===== config.mk =====
export PLATFORM = sky130hd
export DESIGN_NAME = reflet_int_ctrl
export DESIGN_NICKNAME = d
export VERILOG_FILES = /design/src/rtl/reflet_int_ctrl_pkg.sv /design/src/rtl/reflet_prio_encoder.sv /design/src/rtl/reflet_int_ctrl.sv
export SDC_FILE = /design/constraint.sdc
export NUM_CORES = 1
export LEC_CHECK = 0
export ABC_AREA = 0
export CAP_MARGIN = 25
export CORE_MARGIN = 8
export CORE_UTILIZATION = 33
export CTS_BUF_LIST = sky130_fd_sc_hd__clkbuf_4
export DETAILED_ROUTE_END_ITERATION = 8
export GPL_ROUTABILITY_DRIVEN = 0
export HOLD_SLACK_MARGIN = 0.02
export SYNTH_ARGS = -nofsm -noshare
export SYNTH_HDL_FRONTEND = slang
export SYNTH_SLANG_ARGS = --single-unit

===== constraint.sdc =====
create_clock -name clk -period 2.09 [get_ports clk]
set_input_delay 0.3135 -clock clk [delete_from_list [all_inputs] [get_ports clk]]
set_output_delay 0.3135 -clock clk [all_outputs]
set_load 0.01 [all_outputs]

===== src/rtl/reflet_int_ctrl_pkg.sv =====
// Shared constants for the reflet interrupt controller: register map,
// FSM state encoding and the STATUS word layout.
package reflet_int_ctrl_pkg;

  localparam int MAX_SOURCES = 8;

  localparam logic [1:0] REG_MASK    = 2'd0;
  localparam logic [1:0] REG_PENDING = 2'd1;
  localparam logic [1:0] REG_MODE    = 2'd2;
  localparam logic [1:0] REG_STATUS  = 2'd3;

  typedef enum logic [1:0] {
    IDLE    = 2'd0,
    REQ     = 2'd1,
    SERVICE = 2'd2
  } state_t;

  function automatic logic [7:0] status_word(input state_t st, input logic [2:0] id);
    return {st, 3'b000, id};
  endfunction

endpackage


===== src/rtl/reflet_prio_encoder.sv =====
// Fixed-priority encoder: reports whether any bit is set and the lowest set index.
module reflet_prio_encoder
  import reflet_int_ctrl_pkg::*;
(
  input  logic [MAX_SOURCES-1:0] vec,
  output logic                   any,
  output logic [2:0]             idx
);

  always_comb begin
    any = |vec;
    idx = '0;
    // Scan downwards so the lowest set bit is the last one written.
    for (int i = MAX_SOURCES - 1; i >= 0; i--) begin
      if (vec[i]) idx = 3'(i);
    end
  end

endmodule


===== src/rtl/reflet_int_ctrl.sv =====
// Memory-mapped interrupt controller: per-source mask, edge/level capture,
// fixed-priority request to the CPU with ack / end-of-interrupt handshake.
module reflet_int_ctrl
  import reflet_int_ctrl_pkg::*;
#(
  parameter int base_addr_size = 16,
  parameter int base_addr      = 0,
  parameter int nb_sources     = 8
) (
  input  logic                      clk,
  input  logic                      reset,
  input  logic                      enable,
  input  logic [nb_sources-1:0]     irq_in,
  output logic                      interrupt,
  output logic [2:0]                int_id,
  input  logic                      int_ack,
  input  logic [base_addr_size-1:0] addr,
  input  logic                      write_en,
  input  logic [7:0]                data_in,
  output logic [7:0]                data_out
);

  localparam logic [base_addr_size-1:0] BASE = base_addr_size'(base_addr);

  logic [nb_sources-1:0]     mask;
  logic [nb_sources-1:0]     mode;
  logic [nb_sources-1:0]     pending;
  logic [nb_sources-1:0]     irq_q;
  logic [nb_sources-1:0]     pending_next;
  logic [nb_sources-1:0]     edge_set;
  logic [nb_sources-1:0]     edge_clr;
  logic [MAX_SOURCES-1:0]    ack_hot;
  logic [MAX_SOURCES-1:0]    req_vec;
  logic [base_addr_size-1:0] offset;
  logic [1:0]                reg_sel;
  logic                      in_win;
  logic                      bus_wr;
  logic                      ack_fire;
  logic                      req_any;
  logic [2:0]                req_idx;
  state_t                    state;

  // Unsigned wrap of the subtraction makes addresses below the base fall outside.
  assign offset  = addr - BASE;
  assign in_win  = offset < base_addr_size'(4);
  assign reg_sel = offset[1:0];
  assign bus_wr  = enable & write_en & in_win;

  assign ack_fire = (state == REQ) & int_ack;
  assign ack_hot  = ack_fire ? (MAX_SOURCES'(1) << int_id) : '0;

  // Edge-mode bits: a fresh edge beats any clear arriving in the same cycle.
  assign edge_set     = mode & irq_in & ~irq_q;
  assign edge_clr     = ((bus_wr && reg_sel == REG_PENDING) ? data_in[nb_sources-1:0] : '0)
                      | ack_hot[nb_sources-1:0];
  assign pending_next = (mode & (edge_set | (pending & ~edge_clr))) | (~mode & irq_in);

  assign req_vec = MAX_SOURCES'(pending & mask);

  reflet_prio_encoder u_prio (
    .vec (req_vec),
    .any (req_any),
    .idx (req_idx)
  );

  always_comb begin
    data_out = '0;
    if (enable && in_win) begin
      unique case (reg_sel)
        REG_MASK:    data_out = 8'(mask);
        REG_PENDING: data_out = 8'(pending);
        REG_MODE:    data_out = 8'(mode);
        REG_STATUS:  data_out = status_word(state, int_id);
        default:     data_out = '0;
      endcase
    end
  end

  always_ff @(posedge clk) begin
    if (reset) begin
      mask      <= '0;
      mode      <= '0;
      pending   <= '0;
      irq_q     <= '0;
      state     <= IDLE;
      interrupt <= 1'b0;
      int_id    <= '0;
    end else begin
      irq_q   <= irq_in;
      pending <= pending_next;
      if (bus_wr && reg_sel == REG_MASK) mask <= data_in[nb_sources-1:0];
      if (bus_wr && reg_sel == REG_MODE) mode <= data_in[nb_sources-1:0];

      unique case (state)
        IDLE: begin
          if (enable && req_any) begin
            int_id    <= req_idx;
            interrupt <= 1'b1;
            state     <= REQ;
          end
        end
        REQ: begin
          if (int_ack) begin
            interrupt <= 1'b0;
            state     <= SERVICE;
          end
        end
        SERVICE: begin
          if (bus_wr && reg_sel == REG_STATUS) state <= IDLE;
        end
        default: begin
          interrupt <= 1'b0;
          state     <= IDLE;
        end
      endcase
    end
  end

endmodule


## Word-level counts from Yosys, hierarchy flattened

Cells that the tools add are included.

- Output and inout port bits: 12
- Input bits: 37
- Flip-flop bits (word level): 38

- Magnitude comparators: 1
- Reductions and logical operators: 12
- Eq/ne operators: 8
- Mux-type cells: 19
- Bitwise operators: 16
- Shifts and indexed selects: 1

Operators by type and width:

| operator | count |
|---|---|
| bitwise AND 8 bit | 6 |
| case mux 8 bit (4 select lines) | 1 |
| 2-to-1 mux 3 bit | 8 |
| 2-to-1 mux 8 bit | 3 |
| NOT 8 bit | 3 |
| bitwise OR 8 bit | 3 |
| < comparator 16 x 3 -> 1 bit, second input constant | 1 |
| OR reduction 8 bit | 1 |
| << shifter 1 x 3 -> 8 bit, first input constant | 1 |
| == test 2 bit, second input constant | 3 |
| logical AND 1 bit | 6 |
| 2-to-1 mux 2 bit | 3 |
| != test 2 bit, second input constant | 3 |
| case mux 2 bit (3 select lines) | 1 |
| AND reduction 3 bit | 2 |
| == test 2 x 1 -> 1 bit, second input constant | 2 |
| logical NOT 2 bit | 2 |
| bitwise AND 1 bit | 3 |
| case mux 1 bit (3 select lines) | 1 |
| 2-to-1 mux 1 bit | 2 |
| AND reduction 2 bit | 1 |
| NOT 1 bit | 1 |

## Longest topological paths before layout

- Depth after elaboration: 10
- Gate-level depth with buffers: 6
- Gate-level depth less buffers: 4

## Modules after synthesis

A second synthesis with hierarchy kept.

- Cell total of the unflattened synthesis: 230
- Area, all modules: 1978.1 sq um

Modules (own cells, without submodules):

| module | area each (sq um) | cells an instance | instances |
|---|---|---|---|
| reflet_int_ctrl | 1896.8 | 217 | 1 |
| reflet_prio_encoder | 81.3 | 13 | 1 |

## Worst setup path after synthesis

No wires, ideal clock.

- Path type: in2out
- Start: in addr[0]
- End: out data_out[3]
- Slack: 0.600 ns
- Required time: 1.776 ns
- Arrival: 1.176 ns
- Stages: 5
- Buffers on the path: 2
- Cells stage by stage: buf_2 > nor2b_1 > clkbuf_1 > a21oi_1 > nor2_1

- Cells in the longest elaborated chain, start to end: 3
- Elaborated cells between the ends (all ways): 8
- Those cells by class: 1 x order compare; 3 x eq/ne; 2 x mux; 2 x reduce/logical

RTL lines:

| element | line | RTL |
|---|---|---|
| start, declared | reflet_int_ctrl.sv:17 | `input logic [base_addr_size-1:0] addr,` |
| < comparator 16 x 3 -> 1 bit (tied with other cells) | reflet_int_ctrl.sv:45 | `assign in_win = offset < base_addr_size'(4);` |
| logical AND 1 bit or case mux 8 bit (4 select lines) (tied branches) | reflet_int_ctrl.sv:68, reflet_int_ctrl.sv:69 |  |
| 2-to-1 mux 8 bit (*) | reflet_int_ctrl.sv:68 | `if (enable && in_win) begin` |
| end, declared | reflet_int_ctrl.sv:20 | `output logic [7:0] data_out` |

Every way passes the cells marked *; elsewhere a longest branch is shown, timed or not.

## Final worst setup path

- Start: in addr[11]
- End: out data_out[5]

- Cells in the longest elaborated chain, start to end: 3

RTL lines:

| element | line |
|---|---|
| < comparator 16 x 3 -> 1 bit | reflet_int_ctrl.sv:45 |
| logical AND 1 bit | reflet_int_ctrl.sv:68 |
| 2-to-1 mux 8 bit | reflet_int_ctrl.sv:68 |

No other way between the ends.

==> impl_metrics.json <==
{
  "cts_max_level": 2,
  "whs_ns": 0.4752,
  "die-area_mm2": 0.008710,
  "viasPerCell": 5.419,
  "worstHoldPathType": "reg2reg",
  "endpoint_kind": "primary output",
  "irDropWorstVdd_uv": 268.2,
  "netlist_area_mm2": 0.001973,
  "synth.area.top_cells": "dfxtp_1 (39%), a21oi_1 (6.1%), mux4_2 (5.7%)",
  "ioPinCount": 49,
  "core-area_mm2": 0.005851,
  "die_height_um": 93.33,
  "power_mw": 1.338,
  "clockBufferDepth": 2,
  "syn_avg_cell_area_um2": 8.731,
  "rows": 28,
  "cp-start-kind": "input pin",
  "crit_path_max_incr_delay_ns": 0.44,
  "synth_top_cell_by_area": "dfxtp_1",
  "grt.total_usage_pct": 15.25,
  "final_util_pct": 47.75,
  "seq_power_share_pct": 56.2,
  "fmax_mhz": 492.4,
  "clock_latency_ns": 0.36,
  "leakage_nw": 1.027,
  "cts_hold_repair.buffers": 0,
  "die_width_um": 93.33,
  "pwr-share-clk_pct": 29.0,
  "grt_pass1_wl_um": 10480,
  "fin_setup_tns_ns": 0,
  "yosysSeqAreaShare_pct": 38.55,
  "area_growth_pct": 41.60,
  "antenna_found_initial": 0,
  "port_buffers": 48,
  "wirelength_um": 6365,
  "maxCapViolations": 0,
  "min_period_ns": 2.031,
  "async_reset_ff_share_pct": 0,
  "yosysWarnings": 0,
  "start_util_pct": 33.73,
  "first_iter_violations": 235,
  "swShare_pct": 25.42,
  "cts_tree": "yes",
  "grt_pass1_vias": 2011,
  "clkSinkCount": 38,
  "comb_power_share_pct": 14.8,
  "place_area_mm2": 0.002698,
  "skew_ns": 0.02130,
  "hold_violations": 0,
  "ys_types": 35,
  "vias": 2032,
  "slew-limit-headroom_pct": 68.64,
  "cp.required_ns": 1.78,
  "synth_ff_type": "dfxtp_1",
  "drcViolationCount": 0,
  "synth_cells": 226,
  "slowest_stage": "clkdlybuf4s50_1",
  "drt-wirelength-per-cell_um": 16.97,
  "slew_violations": 0,
  "grt_max_degree": 40,
  "worst_slew_pin_slew_ns": 0.4687,
  "root_buffer": "clkbuf_4",
  "antenna_cells": 0,
  "final_antenna_net_count": 0,
  "rsz0062_at_grt": "no",
  "synth-edff-count": 0,
  "dp_hpwl_um": 4410,
  "drive_above_1_share_pct": 21.67,
  "arrival_ns": 1.72,
  "p_int_mw": 0.9977,
  "cp_max_fo": 5,
  "synthesis.nets": 263,
  "synth.top_cell.area_share_pct": 38.55,
  "grt_remaining_overflow": 0,
  "status": "finished clean",
  "crit_chain": "clkdlybuf4s50_1, nor4_4, nand4_1, buf_6, nor2_2, buf_2",
  "timing.final.crit_share_pct": 97.16,
  "path_clk_slew_ns": 0.12,
  "nets": 336,
  "p_per_area_mw_per_mm2": 478.8,
  "fillers": 575,
  "final_cell_area_mm2": 0.002794,
  "finalSetupViolations": 0,
  "cts_buffers": 5,
  "switchingPower_mw": 0.3401,
  "crit_type": "in2out",
  "yosys_register_bits": 38,
  "first_pass_iters": 4
}
logic make-up (layout without fill, tap and decap cells):
logic type	after synthesis	after routing	synth area share (%)
simple gates	94	94	27.39
buf+inv	16	90	4.756
flops	38	38	38.55
mux	8	8	7.229
compound gates	70	70	22.07
flip-flops by register name (all words and copies together), names as in the netlist:
name,count
mask,8
state,2
int_id,3
pending,8
mode,8
interrupt,1
irq_q,8
cell usage in the layout, fill, tap and decap left out, types with 2 or more instances in the layout:
cell type        count
mux2i_1              3
inv_1                3
nand3_1             21
a22o_1               8
nand4_1              3
buf_6                2
dfxtp_1             38
nand2_1             26
nand2b_1             2
dlygate4sd2_1        8
dlymetal6s2s_1       2
a22oi_1              4
o21ai_0             19
a32oi_1              2
a311oi_1             2
clkbuf_4             6
nor2_2               2
buf_12               3
a211oi_1             7
mux4_2               5
nor4_4               2
nand3_2              4
buf_2                8
buf_4               25
clkdlybuf4s50_1     30
nor3_1               2
a21oi_1             24
nor2b_1             14
nor2b_2              2
nor2_1               9
worst paths after layout:
path	from	end	slack, ns	depth (start not counted)
setup / recovery	addr[11]	data_out[5]	0.06	6
hold / removal	interrupt	interrupt	0.48	2
setup reg to reg	state[1]	pending[5]	0.55	4
hold reg to reg	interrupt	interrupt	0.48	2
cells in the mapped netlist (4+ instances only):
cell type   n
a22o_1      8
nand3_1    21
a211oi_1    7
a22oi_1     4
nand3_2     4
o21ai_0    19
nand2_1    26
dfxtp_1    38
clkbuf_1    6
mux4_2      5
a21oi_1    24
nor2b_1    16
nor2_1     12
layout make-up:
type	instances	area, um^2	share of cell area [%]
clock buffer	6	45.04	1.612
inverter	3	11.26	0.4030
multi-input combinational	172	1136	40.66
sequential	38	760.7	27.23
timing repair buffer	79	738.2	26.42
clock inverter	2	8.758	0.3135
tap	75	93.84	3.359
critical path, delay by kind of cell:
| kind | cells | cell delay [ns] |
|---|---|---|
| buffers and inverters | 3 | 0.79 |
| and+or+nand+nor | 3 | 0.60 |
power by group through the flow:
stage	registers [mW]	clock network, mW	logic, mW
after floorplan	0.765	0	0.0606
after global placement	0.768	0	0.191
after detailed placement	0.768	0	0.193
after CTS	0.752	0.398	0.199
after global routing	0.755	0.427	0.212
final	0.752	0.388	0.198
per-stage QoR:
stage,cells,setup slack [ns]
after floorplan,226,0.6002
after global placement,362,-0.3589
after detailed placement,362,-0.3703
after CTS,374,0.03308
after global routing,375,0.0006843
final,375,0.05928
metal layers:
layer  vias up  share of wire, %  GRT usage (%)
met1       944                45          20.35
met2        95                45          22.50
met5         -                 0              0
met4         0               1.4          5.906
li1        984                 -              -
met3         9               8.6          4.407
repair_timing:
action,CTS,global route
cloned,2,0
setup buffers,2,1
pin swaps,4,4
endpoints found under the setup margin,8,5
gates resized for setup,48,3
(Power assumes the default switching activity.)
